$ cat src/rtl/bridge_pkg.sv
// Shared types and helpers for slow_clk_sample_bridge and its edge synchroniser.
package bridge_pkg;

  typedef enum logic [0:0] {
    ST_PRIME = 1'b0,
    ST_RUN   = 1'b1
  } state_e;

  localparam int SYNC_MIN = 2;

  function automatic int level_w(input int depth);
    return $clog2(depth + 1);
  endfunction

endpackage

$ cat src/rtl/slow_edge_sync.sv
// Synchronises an asynchronous slow clock into the fast domain and emits a
// one-cycle pulse on the selected edge (EDGE_RISING=1 rising, 0 falling).
module slow_edge_sync
  import bridge_pkg::*;
#(
  parameter int SYNC_STAGES = 2,
  parameter int EDGE_RISING = 1
) (
  input  logic clk_i,
  input  logic rst_i,
  input  logic async_i,
  output logic edge_o
);

  // Never build fewer flops than a safe synchroniser needs.
  localparam int N = (SYNC_STAGES < SYNC_MIN) ? SYNC_MIN : SYNC_STAGES;

  logic [N-1:0] sync_q;
  logic         hist_q;

  always_ff @(posedge clk_i) begin
    if (rst_i) begin
      sync_q <= '0;
      hist_q <= 1'b0;
    end else begin
      sync_q <= {sync_q[N-2:0], async_i};
      hist_q <= sync_q[N-1];
    end
  end

  generate
    if (EDGE_RISING != 0) begin : g_rise
      assign edge_o = sync_q[N-1] & ~hist_q;
    end else begin : g_fall
      assign edge_o = ~sync_q[N-1] & hist_q;
    end
  endgenerate

endmodule

$ cat src/rtl/slow_clk_sample_bridge.sv
// Fast-clock FIFO bridge that presents one frame per slow_clk edge, with priming,
// underflow recovery and sticky status. Optional macro: BRIDGE_UNDERFLOW_CNT_EN.
module slow_clk_sample_bridge
  import bridge_pkg::*;
#(
  parameter int WIDTH       = 16,
  parameter int CHANNELS    = 2,
  parameter int DEPTH       = 4,
  parameter int SYNC_STAGES = 2,
  parameter int EDGE_RISING = 1,
  parameter int PRIME_LEVEL = 2
) (
  input  logic                          inclk,
  input  logic                          reset,
  input  logic                          slow_clk,
  input  logic [CHANNELS*WIDTH-1:0]     in_data,
  input  logic                          in_valid,
  output logic                          in_ready,
  output logic [CHANNELS*WIDTH-1:0]     out_data,
  output logic                          out_strobe,
  output logic [level_w(DEPTH)-1:0]     level,
`ifdef BRIDGE_UNDERFLOW_CNT_EN
  output logic [15:0]                   underflow_cnt,
`endif
  output logic                          running,
  output logic                          overflow,
  output logic                          underflow,
  input  logic                          status_clr
);

  localparam int FRAME_W = CHANNELS * WIDTH;
  localparam int LEVEL_W = level_w(DEPTH);
  localparam int PTR_W   = $clog2(DEPTH);

  logic [FRAME_W-1:0] mem_q [DEPTH];
  logic [PTR_W-1:0]   wptr_q, rptr_q;
  logic [LEVEL_W-1:0] level_q, level_d;
  logic [FRAME_W-1:0] out_q;
  logic               strobe_q;
  logic               ovf_q, ovf_d;
  logic               udf_q, udf_d;
  state_e             state_q, state_d;

  logic slow_edge;
  logic push, pop, uf_evt, of_evt;

  slow_edge_sync #(
    .SYNC_STAGES (SYNC_STAGES),
    .EDGE_RISING (EDGE_RISING)
  ) u_sync (
    .clk_i   (inclk),
    .rst_i   (reset),
    .async_i (slow_clk),
    .edge_o  (slow_edge)
  );

  // in_ready looks at the pre-pop level, so a full FIFO refuses even on a pop cycle.
  assign in_ready = (level_q != LEVEL_W'(DEPTH));
  assign push     = in_valid & in_ready;
  assign of_evt   = in_valid & ~in_ready;
  assign pop      = (state_q == ST_RUN) & slow_edge & (level_q != '0);
  assign uf_evt   = (state_q == ST_RUN) & slow_edge & (level_q == '0);

  always_comb begin
    level_d = level_q + LEVEL_W'(push) - LEVEL_W'(pop);
    state_d = state_q;
    case (state_q)
      ST_PRIME: if (level_q >= LEVEL_W'(PRIME_LEVEL)) state_d = ST_RUN;
      ST_RUN:   if (uf_evt) state_d = ST_PRIME;
      default:  state_d = ST_PRIME;
    endcase
    // A fresh event outranks a simultaneous clear.
    ovf_d = of_evt ? 1'b1 : (status_clr ? 1'b0 : ovf_q);
    udf_d = uf_evt ? 1'b1 : (status_clr ? 1'b0 : udf_q);
  end

  always_ff @(posedge inclk) begin
    if (push) mem_q[wptr_q] <= in_data;
  end

  always_ff @(posedge inclk) begin
    if (reset) begin
      wptr_q   <= '0;
      rptr_q   <= '0;
      level_q  <= '0;
      state_q  <= ST_PRIME;
      out_q    <= '0;
      strobe_q <= 1'b0;
      ovf_q    <= 1'b0;
      udf_q    <= 1'b0;
    end else begin
      if (push) wptr_q <= wptr_q + PTR_W'(1);
      if (pop) begin
        rptr_q <= rptr_q + PTR_W'(1);
        out_q  <= mem_q[rptr_q];
      end
      level_q  <= level_d;
      state_q  <= state_d;
      strobe_q <= pop;
      ovf_q    <= ovf_d;
      udf_q    <= udf_d;
    end
  end

`ifdef BRIDGE_UNDERFLOW_CNT_EN
  logic [15:0] ucnt_q;

  always_ff @(posedge inclk) begin
    if (reset) begin
      ucnt_q <= '0;
    end else if (uf_evt) begin
      if (status_clr)             ucnt_q <= 16'd1;
      else if (ucnt_q != 16'hFFFF) ucnt_q <= ucnt_q + 16'd1;
    end else if (status_clr) begin
      ucnt_q <= '0;
    end
  end

  assign underflow_cnt = ucnt_q;
`endif

  assign out_data   = out_q;
  assign out_strobe = strobe_q;
  assign level      = level_q;
  assign running    = (state_q == ST_RUN);
  assign overflow   = ovf_q;
  assign underflow  = udf_q;

endmodule

$ cat config.mk
export PLATFORM = sky130hd
export DESIGN_NAME = slow_clk_sample_bridge
export DESIGN_NICKNAME = d
export VERILOG_FILES = /design/src/rtl/bridge_pkg.sv /design/src/rtl/slow_edge_sync.sv /design/src/rtl/slow_clk_sample_bridge.sv
export SDC_FILE = /design/constraint.sdc
export NUM_CORES = 1
export LEC_CHECK = 0
export BUFFER_PORTS_ARGS = -buffer_cell sky130_fd_sc_hd__buf_4
export CORE_MARGIN = 2
export CORE_UTILIZATION = 50
export DETAILED_ROUTE_END_ITERATION = 7
export HOLD_SLACK_MARGIN = 0.12
export PLACE_DENSITY_LB_ADDON = 0.08
export SYNTH_ARGS = -nofsm -noshare
export SYNTH_HDL_FRONTEND = slang
export SYNTH_HIERARCHICAL = 1
export SYNTH_SLANG_ARGS = --single-unit
$ cat constraint.sdc
create_clock -name inclk -period 2.45 [get_ports inclk]
set_clock_uncertainty 0.1 [all_clocks]
set_input_delay 0.1225 -clock inclk [delete_from_list [all_inputs] [get_ports inclk]]
set_output_delay 0.1225 -clock inclk [all_outputs]
set_load 0.02 [all_outputs]
# Word level (Yosys, flattened, before mapping)
# Memories as Yosys holds them, arrays and structs flattened. A register that Yosys moved wholly into a read port is not among the register bits.
# Index checks and enable logic that the tools add are counted.
# Widths: inputs -> output; s select.
[totals]
register_bits = 14
mem_bits_rw = 128
in_bits = 37
out_inout_bits = 40
word_cells = 37
mem_count = 1
[memory_table]
columns = ["memory", "depth", "width", "read_ports", "rd_ports_with_merged_regs", "write_ports", "line_no", "source"]
rows = [
  ["mem_q", 4, 32, 1, 1, 1, "slow_clk_sample_bridge.sv:35", "logic [FRAME_W-1:0] mem_q [DEPTH];"],
]
[classes]
addsub = 4
magnitude_cmp = 1
eq_ne = 1
mux = 8
bitwise = 9
reduce_logical = 4
[op_table]
columns = ["op", "n"]
rows = [
  ["$mux 1", 7],
  ["$and 1x1->1", 6],
  ["$add 2x1->2 const B", 2],
  ["$reduce_bool 2->1", 2],
  ["$add 3x1->3", 1],
  ["$ge 3x2->1 const B", 1],
  ["$logic_not 3->1", 1],
  ["$ne 3x3->1 const B", 1],
  ["$not 1->1", 3],
  ["$reduce_bool 3->1", 1],
  ["$sub 3x1->3", 1],
  ["$pmux 1 s2", 1],
]

# Logic depth before layout (Yosys ltp)
[depth]
ltp_word = 6
mapped_depth = 9

# Cells and area by module
# The synthesis kept the hierarchy.
[modules_own_cells]
columns = ["mod", "n_inst", "cells_per_inst", "area_each_um2", "seq_area_each_um2"]
rows = [
  ["slow_clk_sample_bridge", 1, 302, 6175.9, 4704.5],
  ["slow_edge_sync", 1, 7, 87.6, 60.1],
]

# Least setup slack after synthesis
# Ideal clock, no wire load.
[synth_timing]
kind = "register -> register"
from = "register level_q[0], in the netlist level[0]"
to = "memory mem_q[0][0] (netlist name), enable pin"
setup_ns = 0.392
t_arrival_ns = 1.934
slack_ns = 0.024
stages_incl_launch_ff = 4
path_buffers = 1
period_less_slack_ns = 2.426
path_cell_list = "dfxtp_1 or3b_1 clkbuf_1 and3_1"
[synth_via]
elab_chain_len = 4
[synth_rtl]
columns = ["element", "line_no", "source"]
rows = [
  ["start: declaration", "slow_clk_sample_bridge.sv:37", "logic [LEVEL_W-1:0] level_q, level_d;"],
  ["start signal: assignment", "slow_clk_sample_bridge.sv:97", "level_q <= level_d;"],
  ["$ne 3x3->1", "slow_clk_sample_bridge.sv:58", "assign in_ready = (level_q != LEVEL_W'(DEPTH));"],
  ["net in_ready", "slow_clk_sample_bridge.sv:18", "output logic in_ready,"],
  ["$and 1x1->1", "slow_clk_sample_bridge.sv:59", "assign push = in_valid & in_ready;"],
  ["$mux 1", "slow_clk_sample_bridge.sv:78", "if (push) mem_q[wptr_q] <= in_data;"],
  ["$mux 1 (implied by the code)", "slow_clk_sample_bridge.sv:78", ""],
  ["end: declaration", "slow_clk_sample_bridge.sv:35", ""],
]
# The timed path passes the listed nets, and every way through them passes these cells.

# Worst setup path in the final report
[layout_timing]
from = "register level_q[0], in the netlist level[0]"
to = "register level_q[2], in the netlist level[2]"
[layout_via]
word_cells_on_any_way = 6
[layout_lines]
columns = ["element", "line_no", "source"]
rows = [
  ["$reduce_bool 3->1", "slow_clk_sample_bridge.sv:61", "assign pop = (state_q == ST_RUN) & slow_edge & (level_q != '0);"],
  ["$and 1x1->1", "slow_clk_sample_bridge.sv:61", ""],
  ["net pop", "slow_clk_sample_bridge.sv:45", "logic push, pop, uf_evt, of_evt;"],
  ["$sub 3x1->3", "slow_clk_sample_bridge.sv:65", "level_d = level_q + LEVEL_W'(push) - LEVEL_W'(pop);"],
]
# The timed path passes the listed nets, and every way through them passes these cells.
# A chain may end at the register's enable or synchronous reset.

==> reports/results.tsv <==
metric	value	unit
status	finished clean	
Final Hold Vio Count	0	
initial antenna violation count	0	
Synth Flop Type	edfxtp_1	
Synth async-reset ratio	0	
# IOs	77	
design area	0.00807	mm^2
placed cell area	0.00703	mm^2
Final period util	0.852	
largest net degree at the start of global routing	35	
most frequent cells after synthesis	edfxtp_1, dfxtp_1, a22o_1, mux4_2	
CTS Buf Count	17	
Via Count	3242	
FF+latch area	0.00477	mm^2
n_diodes	0	
Slew Limit Headroom	0.391	
Setup WS pre-CTS	0.362	ns
Tightest Pin Transition	0.914	ns
Post-DRT Antenna Nets	0	
critical path fanouts, max	6	
Power per Cell Area	883	mW/mm^2
routability cong.	0.789	
Final nets	476	
YS warnings	6	
CTS tree	built	
Max Slew Vio Count	0	
Seq cells post-synth	174	
core area	0.0121	mm^2
Tmin final	2.09	ns
synth unique cells	28	
most common cell in the netlist	edfxtp_1	
Initial Utilization	0.517	
WP data arrival	2.29	ns
Syn Std Cell Area	0.00626	mm^2
Worst VDD drop	481	uV
detailed placement HPWL	5.99	mm
clk buf depth	2	
layout cells sized above 1	0.349	
Port Buffer Count	76	
Synth Instances	309	
CP Class	flip-flop to flip-flop	
clock insertion delay at the later pin of the skew report	0.42	ns
area added between synthesis and finish	28.8	%
post-synthesis sequential area ratio	0.761	
Layout fillers	823	
die width	116	um
die area	0.0134	mm^2
final setup fails	0	
Final Util	0.666	
hold_buf cts	39	
first-pass GRT wire length	17.3	mm
unrepaired setup endpoints after global routing	no	
GRT overflow	0	
reg-to-reg endpoint	level[2]$_SDFF_PP0_	
syn_nets	354	
startpoint types	flip-flop	
reg2reg setup slack	0.36	ns
Pleak	2.89	nW
Synth area leaders	edfxtp_1, dfxtp_1, mux4_2, a22o_1, ha_1	
Rows	40	
number of max-cap violations	0	
Synth top area share	0.614	
area of the multi-input gates	0.00138	mm^2
worst setup margin	0.363	ns
number of H-tree levels	4	
min-delay src	u_sync/sync_q[0]$_SDFF_PP0_	
Post-synth EDFFs	128	
clk sinks	174	
# DRC	0	
Root Buffer Master	clkbuf_16	
number of vias per cell	5.30	
WL/cell	18.0	um
post-CTS setup buffers	0	
hold depth	1	
RR Startpoint	level[0]$_SDFF_PP0_	
setup TNS	0	ns
endpoint class of the critical path	flip-flop	
clock-pin slew on the worst setup and hold paths	0.06	ns
drt total wl	11.0	mm
syn_area_per_cell	20.3	um^2
vias in the first global route	3290	
Total GRT Usage	0.179	
Resized cells post-CTS	0	
hold endpoint	u_sync/sync_q[1]$_SDFF_PP0_	
starting DRC count in detailed routing	143	
WP data required	2.66	ns
Reg2Reg Depth	7	
Yosys top cell by area	edfxtp_1	
Fmax	479	MHz
Die Y	116	um
Hold Path Class	flip-flop to flip-flop	
Pre-antenna DRT Iters	4	
==> registers in the layout, summed over array words and instances, names as in the netlist <==
register       cells
mem_q            128
out_data          32
level              3
rptr_q             2
u_sync/sync_q      2
wptr_q             2
out_strobe         1
overflow           1
running            1
u_sync/hist_q      1
underflow          1
==> layout by cell type (no fill, tap or decap), types with 4 or more instances in the layout <==
cell	count
and3_2	4
inv_1	7
mux4_2	32
buf_4	79
a21oi_1	5
a22o_1	32
edfxtp_1	128
nor2_1	4
nor2b_1	5
dfxtp_1	44
dlygate4sd3_1	39
ha_1	7
clkbuf_16	17
bufinv_16	5
==> cell type report <==
cell class | count | share of cell area
clock inverters | 14 | 0.0265
clock buffers | 18 | 0.0532
repair buffers | 121 | 0.129
flip-flops and latches | 174 | 0.591
inverters | 7 | 0.00326
multi-input cells | 110 | 0.171
well taps | 168 | 0.0261
==> critical path, stage by stage, from the launching register on <==
cell	delay [ns]
dfxtp_1	0.36
o311a_4	0.42
ha_1	0.28
inv_1	0.04
ha_1	0.18
fa_1	0.38
xor2_1	0.16
nor2_1	0.05
==> report_power, final <==
part / switching, mW / internal (mW)
registers: 0.0823 / 3.43
clock network: 1.10 / 1.81
logic: 0.375 / 0.332
total: 1.56 / 5.57
==> worst max path at each step <==
stage / from / endpoint / slack (ns) / cells past startpoint
after floorplan: level[0]$_SDFF_PP0_ / mem_q[0][0]$_DFFE_PP_ / 0.02 / 3
after global placement: level[0]$_SDFF_PP0_ / mem_q[0][2]$_DFFE_PP_ / 0.40 / 3
after detailed placement: level[0]$_SDFF_PP0_ / level[2]$_SDFF_PP0_ / 0.36 / 7
after CTS: level[0]$_SDFF_PP0_ / level[2]$_SDFF_PP0_ / 0.35 / 7
after global routing: level[1]$_SDFF_PP0_ / level[2]$_SDFF_PP0_ / 0.26 / 7
final: level[0]$_SDFF_PP0_ / level[2]$_SDFF_PP0_ / 0.36 / 7
==> routing by layer <==
| metal | wire, um | GRT usage | vias to the layer above |
|---|---|---|---|
| met1 | 4850 | 0.225 | 1660 |
| met4 | 204 | 0.0833 | 0 |
| li1 | - | - | 1492 |
| met2 | 5550 | 0.296 | 72 |
| met5 | 0 | 0 | - |
| met3 | 418 | 0.0424 | 18 |
==> logic make-up (layout without fill, tap and decap cells) <==
logic type                 Yosys count  count (layout)  synth area share
muxes                               32              32             0.115
DFF                                174             174             0.761
and+or+nand+nor                     26              26            0.0246
adders and majority gates            8               8            0.0172
buffers and inverters               25             160            0.0224
AOI/OAI and AO/OA                   42              42            0.0573
xor gates and xnor gates             2               2           0.00280
==> per-stage QoR <==
stage / hold slack (ns) / std cells / power, mW
floorplan: 0.0941 / 309 / 3.96
global placement: 0.223 / 541 / 4.22
detailed placement: 0.227 / 541 / 4.24
CTS: 0.330 / 612 / 7.19
global route: 0.336 / 612 / 7.38
finish: 0.339 / 612 / 7.12
No activity file was read; power rests on OpenSTA's default activity.
